### config.mk
export PLATFORM = sky130hd
export DESIGN_NAME = seq_slice_adder_flat
export DESIGN_NICKNAME = d
export VERILOG_FILES = /design/src/rtl/seq_slice_adder_pkg.sv /design/src/rtl/seq_slice_adder_if.sv /design/src/rtl/seq_slice_adder_adder_8bit.sv /design/src/rtl/seq_slice_adder.sv /design/src/flat_wrapper.sv
export SDC_FILE = /design/constraint.sdc
export NUM_CORES = 1
export LEC_CHECK = 0
export BUFFER_PORTS_ARGS = -buffer_cell sky130_fd_sc_hd__buf_2
export CAP_MARGIN = 30
export CORE_MARGIN = 2
export CORE_UTILIZATION = 58
export DETAILED_ROUTE_END_ITERATION = 8
export PLACE_DENSITY = 0.85
export SKIP_LAST_GASP = 1
export SLEW_MARGIN = 20
export SYNTH_ARGS = -nofsm -noshare
export SYNTH_HDL_FRONTEND = slang
export SYNTH_SLANG_ARGS = --single-unit
### constraint.sdc
create_clock -name clk -period 11.6 [get_ports clk]
set_input_delay 2.32 -clock clk [delete_from_list [all_inputs] [get_ports clk]]
set_output_delay 2.32 -clock clk [all_outputs]
set_load 0.01 [all_outputs]
### src/rtl/seq_slice_adder_pkg.sv
// Shared constants, FSM state encoding and the decoder-based full-adder helper
// for the byte-serial adder.
package seq_slice_adder_pkg;

  localparam int unsigned DEF_WIDTH = 32;
  localparam int unsigned DEF_SLICE = 8;

  typedef enum logic [1:0] {
    IDLE = 2'd0,
    CALC = 2'd1,
    DONE = 2'd2
  } state_e;

  // Full adder from a 3-to-8 decoder: sum ORs minterms 1,2,4,7; carry ORs 3,5,6,7.
  // Returns {carry, sum}.
  function automatic logic [1:0] fa_dec(input logic x, input logic y, input logic ci);
    logic [7:0] dec;
    dec = 8'd1 << 3'({x, y, ci});
    return {dec[3] | dec[5] | dec[6] | dec[7], dec[1] | dec[2] | dec[4] | dec[7]};
  endfunction

endpackage

### src/rtl/seq_slice_adder_if.sv
// Operand and result handshake bundle for seq_slice_adder.
// The ovf signal exists only when SEQ_SLICE_ADDER_OVF_EN is defined.
interface seq_slice_adder_if #(
  parameter int unsigned WIDTH = seq_slice_adder_pkg::DEF_WIDTH
);

  logic             in_valid;
  logic             in_ready;
  logic [WIDTH-1:0] a;
  logic [WIDTH-1:0] b;
  logic             cin;
  logic             out_valid;
  logic             out_ready;
  logic [WIDTH-1:0] sum;
  logic             cout;
`ifdef SEQ_SLICE_ADDER_OVF_EN
  logic             ovf;
`endif

  modport master (
    output in_valid, a, b, cin, out_ready,
`ifdef SEQ_SLICE_ADDER_OVF_EN
    input  ovf,
`endif
    input  in_ready, out_valid, sum, cout
  );

  modport slave (
    input  in_valid, a, b, cin, out_ready,
`ifdef SEQ_SLICE_ADDER_OVF_EN
    output ovf,
`endif
    output in_ready, out_valid, sum, cout
  );

endinterface

### src/rtl/seq_slice_adder_adder_8bit.sv
// 8-bit ripple slice built from decoder-based full adders.
module adder_8bit
  import seq_slice_adder_pkg::*;
(
  input  logic [7:0] a,
  input  logic [7:0] b,
  input  logic       ci,
  output logic [7:0] s,
  output logic       co
);

  logic [8:0] c;
  logic [1:0] fa;

  always_comb begin
    c    = '0;
    s    = '0;
    fa   = '0;
    c[0] = ci;
    for (int i = 0; i < 8; i++) begin
      fa     = fa_dec(a[i], b[i], c[i]);
      s[i]   = fa[0];
      c[i+1] = fa[1];
    end
  end

  assign co = c[8];

endmodule

### src/rtl/seq_slice_adder.sv
// Byte-serial 32-bit adder: one SLICE-wide ripple slice per clock, carry kept in a flop.
// Optional signed overflow output enabled by SEQ_SLICE_ADDER_OVF_EN.
module seq_slice_adder
  import seq_slice_adder_pkg::*;
#(
  parameter int unsigned WIDTH = DEF_WIDTH,
  parameter int unsigned SLICE = DEF_SLICE
) (
  input  logic               clk,
  input  logic               rst_n,
  seq_slice_adder_if.slave   bus
);

  localparam int unsigned NSLICE = WIDTH / SLICE;
  localparam int unsigned IDX_W  = (NSLICE > 1) ? $clog2(NSLICE) : 1;
  localparam logic [IDX_W-1:0] IDX_LAST = IDX_W'(NSLICE - 1);

  state_e             state_q, state_d;
  logic [WIDTH-1:0]   a_q, a_d;
  logic [WIDTH-1:0]   b_q, b_d;
  logic [WIDTH-1:0]   sum_q, sum_d;
  logic               carry_q, carry_d;
  logic [IDX_W-1:0]   idx_q, idx_d;
  logic               cout_q, cout_d;
  logic               in_ready_q, in_ready_d;
  logic               out_valid_q, out_valid_d;
`ifdef SEQ_SLICE_ADDER_OVF_EN
  logic               ovf_q, ovf_d;
`endif

  logic [SLICE-1:0]   sl_a, sl_b, sl_s;
  logic               sl_co;

  assign sl_a = a_q[idx_q*SLICE +: SLICE];
  assign sl_b = b_q[idx_q*SLICE +: SLICE];

  // Single shared slice; the legacy 8-bit cell is used whenever the slice is a byte.
  if (SLICE == 8) begin : gen_byte_slice
    adder_8bit u_slice (
      .a  (sl_a),
      .b  (sl_b),
      .ci (carry_q),
      .s  (sl_s),
      .co (sl_co)
    );
  end else begin : gen_slice_adder
    logic [SLICE:0] c;
    logic [1:0]     fa;
    always_comb begin
      c    = '0;
      sl_s = '0;
      fa   = '0;
      c[0] = carry_q;
      for (int i = 0; i < int'(SLICE); i++) begin
        fa      = fa_dec(sl_a[i], sl_b[i], c[i]);
        sl_s[i] = fa[0];
        c[i+1]  = fa[1];
      end
    end
    assign sl_co = c[SLICE];
  end

  always_comb begin
    state_d   = state_q;
    a_d       = a_q;
    b_d       = b_q;
    sum_d     = sum_q;
    carry_d   = carry_q;
    idx_d     = idx_q;
    cout_d    = cout_q;
`ifdef SEQ_SLICE_ADDER_OVF_EN
    ovf_d     = ovf_q;
`endif
    case (state_q)
      IDLE: begin
        if (bus.in_valid && in_ready_q) begin
          a_d     = bus.a;
          b_d     = bus.b;
          carry_d = bus.cin;
          idx_d   = '0;
          sum_d   = '0;
          state_d = CALC;
        end
      end
      CALC: begin
        sum_d[idx_q*SLICE +: SLICE] = sl_s;
        carry_d = sl_co;
        if (idx_q == IDX_LAST) begin
          idx_d   = '0;
          cout_d  = sl_co;
`ifdef SEQ_SLICE_ADDER_OVF_EN
          ovf_d   = (a_q[WIDTH-1] == b_q[WIDTH-1]) && (sum_d[WIDTH-1] != a_q[WIDTH-1]);
`endif
          state_d = DONE;
        end else begin
          idx_d = IDX_W'(idx_q + 1'b1);
        end
      end
      DONE: begin
        if (out_valid_q && bus.out_ready) begin
          state_d = IDLE;
        end
      end
      default: state_d = IDLE;
    endcase
    in_ready_d  = (state_d == IDLE);
    out_valid_d = (state_d == DONE);
  end

  always_ff @(posedge clk or negedge rst_n) begin
    if (!rst_n) begin
      state_q     <= IDLE;
      a_q         <= '0;
      b_q         <= '0;
      sum_q       <= '0;
      carry_q     <= 1'b0;
      idx_q       <= '0;
      cout_q      <= 1'b0;
      in_ready_q  <= 1'b1;
      out_valid_q <= 1'b0;
`ifdef SEQ_SLICE_ADDER_OVF_EN
      ovf_q       <= 1'b0;
`endif
    end else begin
      state_q     <= state_d;
      a_q         <= a_d;
      b_q         <= b_d;
      sum_q       <= sum_d;
      carry_q     <= carry_d;
      idx_q       <= idx_d;
      cout_q      <= cout_d;
      in_ready_q  <= in_ready_d;
      out_valid_q <= out_valid_d;
`ifdef SEQ_SLICE_ADDER_OVF_EN
      ovf_q       <= ovf_d;
`endif
    end
  end

  assign bus.in_ready  = in_ready_q;
  assign bus.out_valid = out_valid_q;
  assign bus.sum       = sum_q;
  assign bus.cout      = cout_q;
`ifdef SEQ_SLICE_ADDER_OVF_EN
  assign bus.ovf       = ovf_q;
`endif

endmodule
### src/flat_wrapper.sv
// flat-port wrapper written by rule: the top's interface ports become plain ports
module seq_slice_adder_flat import seq_slice_adder_pkg::*;
#(
  parameter int unsigned WIDTH = DEF_WIDTH,
  parameter int unsigned SLICE = DEF_SLICE
)
  (clk, rst_n, bus_in_valid, bus_a, bus_b, bus_cin, bus_out_ready, bus_in_ready, bus_out_valid, bus_sum, bus_cout);
  seq_slice_adder_if #(.WIDTH(WIDTH)) bus_i ();
  input  logic clk;
  input  logic rst_n;
  input wire logic [$bits(bus_i.in_valid)-1:0] bus_in_valid;
  input wire logic [$bits(bus_i.a)-1:0] bus_a;
  input wire logic [$bits(bus_i.b)-1:0] bus_b;
  input wire logic [$bits(bus_i.cin)-1:0] bus_cin;
  input wire logic [$bits(bus_i.out_ready)-1:0] bus_out_ready;
  output wire logic [$bits(bus_i.in_ready)-1:0] bus_in_ready;
  output wire logic [$bits(bus_i.out_valid)-1:0] bus_out_valid;
  output wire logic [$bits(bus_i.sum)-1:0] bus_sum;
  output wire logic [$bits(bus_i.cout)-1:0] bus_cout;
  assign bus_i.in_valid = bus_in_valid;
  assign bus_i.a = bus_a;
  assign bus_i.b = bus_b;
  assign bus_i.cin = bus_cin;
  assign bus_i.out_ready = bus_out_ready;
  assign bus_in_ready = bus_i.in_ready;
  assign bus_out_valid = bus_i.out_valid;
  assign bus_sum = bus_i.sum;
  assign bus_cout = bus_i.cout;
  seq_slice_adder #(.WIDTH(WIDTH), .SLICE(SLICE)) u_core (.clk(clk), .rst_n(rst_n), .bus(bus_i));
endmodule
==> results of run 1 <==
==> worst max-delay path by stage <==
stage | to | slack (ps)
3_5_place_dp | u_core.bus.sum[7] | 6190
5_1_grt | u_core.bus.sum[7] | 5930
4_1_cts | u_core.bus.sum[7] | 6150
2_1_floorplan | u_core.bus.sum[7] | 6760
3_3_place_gp | u_core.bus.sum[7] | 6270
6_report | u_core.bus.sum[31] | 6220
==> registers in the layout, summed over array words and instances, names as in the netlist <==
signal,count
u_core.a_q,32
u_core.b_q,32
u_core.bus.cout,1
u_core.bus.in_ready,1
u_core.bus.out_valid,1
u_core.bus.sum,32
u_core.carry_q,1
u_core.idx_q,2
u_core.state_q,2
==> per-stage QoR <==
stage          area [µm²]  std cells  total power (W)  hold WS [ps]  setup slack (ps)
2_1_floorplan        4528        280         0.001239         475.2              6764
3_3_place_gp         5124        474         0.001423         483.1              6266
3_5_place_dp         5144        475         0.001478         489.0              6186
4_1_cts              5375        491         0.001730         509.2              6149
5_1_grt              5375        491         0.001831         520.9              5933
6_report             5375        491         0.001722         509.8              6216
==> cell families (layout without fill, tap and decap cells) <==
| family | Yosys count | count (layout) |
|---|---|---|
| buffers and inverters | 23 | 132 |
| AND/OR/NAND/NOR | 19 | 19 |
| adder cells (fa/ha/maj) | 12 | 12 |
| AO/OA/AOI/OAI | 42 | 42 |
| multiplexers | 80 | 80 |
| flip-flops | 104 | 104 |
==> layer usage <==
metal	track usage, %	vias to the layer above	part of all wire [%]
li1	-	1258	-
met1	32.30	1446	46
met2	35.22	92	48
met3	3.662	10	4.8
met4	7.711	0	1.2
met5	0	-	0
==> final cells by class <==
class	instances	area share, %
clock buffers	12	2.886
repair buffers	106	10.29
multi-input cells	153	33.89
inverters	10	0.6983
clock inverters	4	1.420
well taps	102	2.374
flip-flops and latches	104	48.44
==> cell usage in the layout (no fill, tap or decap), types with 2 or more instances in the layout <==
master	Yosys	routed
a21oi_2	2	2
a22o_1	32	32
buf_2	10	102
buf_4	0	3
bufinv_16	0	2
clkbuf_8	0	11
dfrtp_1	103	103
fa_1	8	8
ha_1	4	4
inv_1	10	10
mux2_2	64	64
mux4_2	16	16
nand2_1	5	5
nand2b_1	2	2
nor2_1	2	2
nor4b_4	2	2
o31ai_1	2	2
==> power breakdown <==
group          total [W]  internal [W]  switching [W]
combinational   0.000823      0.000414       0.000409
sequential      0.000646      0.000530       0.000116
clock           0.000252      0.000134       0.000119
total            0.00172       0.00108       0.000643
==> flow_summary.yaml, run 1 <==
detailed_routing:
  viasPerCell: 5.715
  ant_nets: 0
  dr.pass1.iters: 4
  wire_per_inst_um: 18.60
  drtIter0Drc: 116
  vias: 2806
  drt_drc_violations_left: 0
  wl_um: 9132
critical_path:
  slowest_delay_ps: 680
  worst_path_max_delay_cell: "dfrtp_1"
  rrSetupSlack_ps: 6220
  worstSetupStartpointType: "register"
  cp_max_fo: 12
  ff2ff_path_depth: 13
  worstPathCellList: "buf_4 -> mux4_2 -> fa_1 -> fa_1 -> fa_1 -> fa_1 -> fa_1 -> fa_1 -> inv_1 -> fa_1 -> fa_1 -> inv_1 -> a22o_1"
  path_class: "reg2reg"
  worstPathArrival_ps: 5680
  r2r-end: "u_core.bus.sum[31]"
  critPathLaunch: "u_core.idx_q[0]"
  critPathCaptureType: "register"
  crit_top_cell: "fa_1"
  cp_top_family: "adder cells"
  cp_num_buf_inv: 3
  required_ps: 11890
  r2r_start: "u_core.idx_q[0]"
  cp_num_cells: 13
die:
  boundaryPins: 104
  rows: 32
  die-area_um2: 8529
  die_h_um: 92.36
  core_area_um2: 7647
  die_w_um: 92.36
  initial_core_util_pct: 59.21
clock_tree:
  cts-root-buf: "clkbuf_8"
  clkSinkCount: 104
  cts_setup_buffers: 0
  hold_buffers: 0
  clock_path_buffers: 2
  cts_buffers: 9
  h-tree-depth: 3
  clock_latency_ps: 360
  clk_pin_slew_worst_paths_ps: 90
  ctsResizeCount: 0
  tritoncts: "yes"
synthesis:
  synthArstFlopShare_pct: 100.0
  yosys.area_share.adder_pct: 4.642
  yosys_warnings: 0
  netlist_top_cells_count: "103 x dfrtp_1, 64 x mux2_2, 32 x a22o_1"
  syn_inst: 280
  synthesis.area_um2: 4528
  synth_ff_type: "dfrtp_1"
  ys_seq_area_share_pct: 57.50
  synthMuxAreaShare_pct: 23.87
  synthSimpleGateAreaFrac_pct: 3.288
  synth_most_common_cell: "dfrtp_1"
  synth-compound-area-share_pct: 8.345
  yosys.area.top_type_share_pct: 56.92
  synth_nets: 361
  ys_types: 32
  synth_enable_flop_cells: 0
  synth_xor_area_share_pct: 0
  yosys_register_bits: 104
  yosys.area.top_type: "dfrtp_1"
  synth_top_family_by_area: "multiplexers"
  avgSynthCellArea_um2: 16.17
  ys_top_cells_by_area: "dfrtp_1 57%, mux2_2 16%, mux4_2 8.0%"
timing:
  slew_headroom_pct: 34.86
  finalCritPeriodShare_pct: 46.41
  rsz0062_at_grt: "no"
  clock-skew-final_ps: 14.08
  setup_tns_ps: 0
  timing.final.max_slew_violations: 0
  hold_viol: 0
  setup_violations: 0
  tightestPinTransition_ps: 969.6
  fin_crit_ps: 5384
  max_freq_mhz: 185.7
power:
  powerDensity_nw_per_um2: 320.3
  max-vdd-ir-drop_mv: 0.1280
  leakage_nw: 2.544
cells_and_area:
  num-nets-final: 465
  syn2layout_area_growth_pct: 18.71
  multi_input_area_um2: 1822
  utilization_pct: 70.29
  num_antenna_cells: 0
  seq_area_um2: 2604
  layout-drive-gt1-share_pct: 53.98
  fillerInstances: 517
job:
  cap_viol_max_count: 0
place:
  finalWeightedCongestion: 0.7948
  dpl.hpwl_um: 6738
  io_buffers: 103
grt:
  grt_usage_pct: 22.38
  overflow: 0
  grt_pass1_vias: 2901
  grt_pass1_wl_um: 14520
  grt_max_degree: 65
  antenna_found_initial: 0
min_path:
  whs_path_depth: 1
  min-delay-start: "u_core.bus.sum[11]"
  whs_endpoint: "u_core.bus.sum[11]"
  hold_path.class: "reg2reg"
outcome:
  status: "finished, final reports clean"
(Power assumes the default switching activity.)
==> run 2: changes to the inputs <==
- CORE_UTILIZATION: 58 -> 54
- PLACE_DENSITY: 0.85 -> 0.8
- clock period: 11.6 -> 5.4 ns (I/O delays scaled with it)
==> flow_summary.yaml, run 2 (synthesis results as in run 1) <==
critical_path:
  required_ps: 5710
  cp_max_fo: 11
  critPathCaptureType: "register"
  worstPathArrival_ps: 5140
  ff2ff_path_depth: 12
  r2r_start: "u_core.idx_q[1]"
  critPathLaunch: "u_core.idx_q[1]"
  path_class: "reg2reg"
  rrSetupSlack_ps: 570
  r2r-end: "u_core.bus.sum[7]"
  worstSetupStartpointType: "register"
grt:
  grt_pass1_vias: 2954
  grt_max_degree: 76
  grt_usage_pct: 22.33
  antenna_found_initial: 0
  grt_pass1_wl_um: 15240
  overflow: 0
timing:
  clock-skew-final_ps: 11.40
  timing.final.max_slew_violations: 0
  setup_tns_ps: 0
  finalCritPeriodShare_pct: 89.37
  rsz0062_at_grt: "no"
  hold_viol: 0
  fin_crit_ps: 4826
  slew_headroom_pct: 55.14
  setup_violations: 0
  tightestPinTransition_ps: 667.8
  max_freq_mhz: 207.2
die:
  die_w_um: 95.57
  die-area_um2: 9134
  rows: 33
  die_h_um: 95.57
  boundaryPins: 104
  core_area_um2: 8175
  initial_core_util_pct: 55.39
detailed_routing:
  ant_nets: 0
  drtIter0Drc: 110
  viasPerCell: 5.737
  wire_per_inst_um: 19.37
  wl_um: 9644
  vias: 2857
  drt_drc_violations_left: 0
  dr.pass1.iters: 4
power:
  leakage_nw: 2.575
  max-vdd-ir-drop_mv: 0.2968
  powerDensity_nw_per_um2: 691.2
cells_and_area:
  syn2layout_area_growth_pct: 19.92
  fillerInstances: 597
  num_antenna_cells: 0
  post-route-cell-area_um2: 5430
  final_cell_mix: "103 x buf_2, 103 x dfrtp_1, 64 x mux2_2"
  num-nets-final: 469
  layout-drive-gt1-share_pct: 54.45
  seq_area_um2: 2604
  multi_input_area_um2: 1822
min_path:
  whs_endpoint: "u_core.bus.cout"
  whs_path_depth: 2
  hold_path.class: "reg2reg"
  min-delay-start: "u_core.bus.cout"
clock_tree:
  clock_latency_ps: 370
  clkSinkCount: 104
  ctsResizeCount: 0
  clk_pin_slew_worst_paths_ps: 90
  tritoncts: "yes"
  cts-root-buf: "clkbuf_8"
  hold_buffers: 0
  cts_setup_buffers: 0
  clock_path_buffers: 2
  h-tree-depth: 3
  cts_buffers: 9
place:
  io_buffers: 103
  finalWeightedCongestion: 0.7871
  dpl.hpwl_um: 6977
  place_area_um2: 5167
outcome:
  status: "finished, final reports clean"
job:
  cap_viol_max_count: 0
-- run 2: cell types whose count changed in the layout (fill, tap and decap cells not counted) --
cell and delta:
clkbuf_8 -2, buf_4 +2, clkinv_4 -1, buf_16 +1
clkinv_2 +2, bufinv_16 +1, buf_2 +1
-- run 2: area by class of cell --
cell class / count / area share (%)
repair buffers: 110 / 11.06
inverters: 10 / 0.6912
clock buffers: 10 / 2.350
well taps: 105 / 2.419
clock inverters: 6 / 1.982
flip-flops and latches: 104 / 47.95
multi-input cells: 153 / 33.55
-- run 2: where the power goes --
group	total [W]	internal (W)	switching, W
Clock	0.000567	0.000306	0.000261
Combinational	0.00181	0.000898	0.000914
Sequential	0.00137	0.00114	0.000234
Total	0.00375	0.00234	0.00141
-- run 2: critical path, cell delays in order (launching register included) --
cell     delay, ps
dfrtp_1        680
mux4_2         410
fa_1           430
fa_1           460
fa_1           460
fa_1           460
fa_1           470
fa_1           440
inv_1           90
fa_1           200
fa_1           390
inv_1          120
a22o_1         150
-- run 2: worst max path at each step --
stage | to | slack, ps | cells past startpoint
floorplan | u_core.bus.sum[7] | 560 | 14
global placement | u_core.bus.sum[7] | 670 | 12
detailed placement | u_core.bus.sum[31] | 610 | 12
CTS | u_core.bus.sum[7] | 570 | 12
global route | u_core.bus.sum[7] | 340 | 12
finish | u_core.bus.sum[7] | 570 | 12
-- run 2: layer usage --
metal / GRT usage [%] / routed length [µm] / vias up
met5: 0 / 0 / -
met2: 34.44 / 4600 / 103
li1: - / - / 1261
met4: 8.452 / 132 / 0
met1: 31.87 / 4324 / 1479
met3: 4.190 / 586 / 14
-- run 2: through the flow --
step / utilization (%) / total power, W / cells / setup WS, ps / hold slack, ps
after global routing: 66.42 / 0.004011 / 498 / 340.3 / 521.3
after CTS: 66.09 / 0.003763 / 497 / 568.9 / 494.7
after detailed placement: 63.21 / 0.003193 / 481 / 610.4 / 473.1
after floorplan: - / 0.002663 / 280 / 564.4 / 475.2
after global placement: 62.90 / 0.003097 / 479 / 665.2 / 473.2
final: 66.42 / 0.003753 / 498 / 574.0 / 504.3
==> run 3: changes to the inputs <==
- ABC_AREA: not set -> 1
- MAX_ROUTING_LAYER: not set -> met4
- PLACE_DENSITY: 0.8 -> 0.82
==> flow_summary.yaml, run 3 <==
outcome:
  status: "finished, final reports clean"
critical_path:
  r2r-end: "u_core.bus.sum[31]"
  ff2ff_path_depth: 18
  required_ps: 5730
  path_class: "reg2reg"
  worstPathArrival_ps: 5320
  critPathLaunch: "u_core.idx_q[0]"
  rrSetupSlack_ps: 400
  critPathCaptureType: "register"
  cp_max_fo: 21
  worstSetupStartpointType: "register"
  r2r_start: "u_core.idx_q[0]"
die:
  die-area_um2: 9630
  boundaryPins: 104
  core_area_um2: 8636
  initial_core_util_pct: 55.40
  die_h_um: 98.13
  rows: 34
  die_w_um: 98.13
detailed_routing:
  ant_nets: 0
  wire_per_inst_um: 15.14
  dr.pass1.iters: 5
  wl_um: 11850
  drt_drc_violations_left: 0
  drtIter0Drc: 334
  viasPerCell: 5.363
  vias: 4199
power:
  cellInternalPower_w: 0.001891
  leakage_nw: 3.108
  p_sw_w: 0.001633
  comb_power_share_pct: 49.7
  power_w: 0.003524
  sw_frac_of_total_pct: 46.33
  powerDensity_nw_per_um2: 637.8
  clkPwrFrac_pct: 12.8
  max-vdd-ir-drop_mv: 0.2901
  seqPwrFrac_pct: 37.6
timing:
  setup_violations: 0
  hold_viol: 0
  clock-skew-final_ps: 7.616
  slew_headroom_pct: 49.82
  fin_crit_ps: 4995
  rsz0062_at_grt: "no"
  setup_tns_ps: 0
  max_freq_mhz: 200.2
  tightestPinTransition_ps: 750.1
  timing.final.max_slew_violations: 0
  finalCritPeriodShare_pct: 92.51
min_path:
  whs_path_depth: 2
  min-delay-start: "u_core.bus.sum[28]"
  hold_path.class: "reg2reg"
  whs_endpoint: "u_core.bus.sum[28]"
synthesis:
  yosys_register_bits: 104
  synth_top_family_by_area: "simple AND/OR/NAND/NOR gates"
  synth_xor_area_share_pct: 0
  synthArstFlopShare_pct: 100.0
  synth_most_common_cell: "nand2_1"
  avgSynthCellArea_um2: 8.350
  ys_seq_area_share_pct: 54.42
  synth_ff_type: "dfrtp_1"
  ys_types: 22
  synthesis.area_um2: 4785
  synth_enable_flop_cells: 0
  synthSimpleGateAreaFrac_pct: 30.81
  synthMuxAreaShare_pct: 0
  ys_top_cells_by_area: "dfrtp_1 54%, nand2_1 23%, o21ai_0 3.6%"
  yosys.area.top_type_share_pct: 53.87
  yosys.area_share.adder_pct: 4.393
  synth-compound-area-share_pct: 5.361
  netlist_top_cells_count: "290 x nand2_1, 103 x dfrtp_1, 35 x nor2_1"
  yosys_warnings: 0
  syn_inst: 573
  synth_nets: 654
  yosys.area.top_type: "dfrtp_1"
cells_and_area:
  utilization_pct: 63.98
  layout-drive-gt1-share_pct: 20.74
  final_cell_mix: "290 x nand2_1, 103 x dfrtp_1, 102 x buf_2"
  final_cells: 783
  syn2layout_area_growth_pct: 15.48
  fillerInstances: 763
  final_common_cell: "nand2_1"
  num-nets-final: 751
  num_antenna_cells: 0
clock_tree:
  clk_pin_slew_worst_paths_ps: 100
  ctsResizeCount: 0
  h-tree-depth: 3
  clkSinkCount: 104
  clock_path_buffers: 2
  cts_setup_buffers: 0
  tritoncts: "yes"
  cts_buffers: 9
  cts-root-buf: "clkbuf_8"
  hold_buffers: 0
  clock_latency_ps: 380
place:
  dpl.hpwl_um: 8533
  io_buffers: 103
  finalWeightedCongestion: 0.9399
  dp.cells: 765
grt:
  grt_pass1_vias: 4076
  antenna_found_initial: 0
  overflow: 0
  grt_max_degree: 73
  grt_pass1_wl_um: 19420
  grt_usage_pct: 26.17
job:
  cap_viol_max_count: 0
## run 3: area by class of cell
cell class | instances | area (µm²) | share of cell area (%)
flip-flops and latches | 104 | 2604 | 47.12
multi-input cells | 429 | 1941 | 35.12
repair buffers | 113 | 625.6 | 11.32
well taps | 108 | 135.1 | 2.446
clock buffers | 10 | 127.6 | 2.310
inverters | 13 | 48.80 | 0.8832
clock inverters | 6 | 43.79 | 0.7926
## run 3: worst max-delay path, stage by stage (launching register included)
cell and delay [ps]:
dfrtp_1 370, buf_4 230, inv_2 170, o21ai_0 180
o22ai_1 120, fa_1 450, fa_1 470, fa_1 470
fa_1 460, fa_1 460, fa_1 430, inv_1 90
fa_1 210, fa_1 410, inv_1 80, nand2_1 60
nor2_1 150, nand2_1 70, nand2_1 70
## run 3: worst max path at each step
stage,endpoint
6_report,u_core.bus.sum[31]
5_1_grt,u_core.bus.sum[31]
4_1_cts,u_core.bus.sum[31]
3_5_place_dp,u_core.bus.sum[31]
3_3_place_gp,u_core.bus.sum[31]
2_1_floorplan,u_core.bus.sum[31]
## run 3: kinds of logic (layout without fill, tap and decap cells)
group,after synthesis,after routing
buf+inv,40,142
flops,104,104
compound gates,48,48
fa+ha+maj,12,12
simple gates,369,369
## run 3: per-layer routing
metal / GRT usage [%] / share of wire, %
met4: 9.589 / 2.4
met2: 42.78 / 49
met5: - / 0
met1: 33.64 / 42
met3: 3.794 / 6.6
## run 3: power by group through the flow
stage               clock, W  sequential (W)  combinational [W]
floorplan                  0         0.00130            0.00122
global placement           0         0.00132            0.00163
detailed placement         0         0.00133            0.00171
CTS                 0.000451         0.00132            0.00172
global route        0.000485         0.00135            0.00194
finish              0.000450         0.00132            0.00175
## run 3: per-stage QoR
stage,hold WS (ps),instance area [µm²],setup WS (ps)
6_report,477.6,5525,404.7
5_1_grt,498.7,5525,151.3
4_1_cts,487.3,5478,406.3
3_5_place_dp,462.3,5306,431.3
3_3_place_gp,450.9,5306,595.4
2_1_floorplan,443.6,4785,765.4
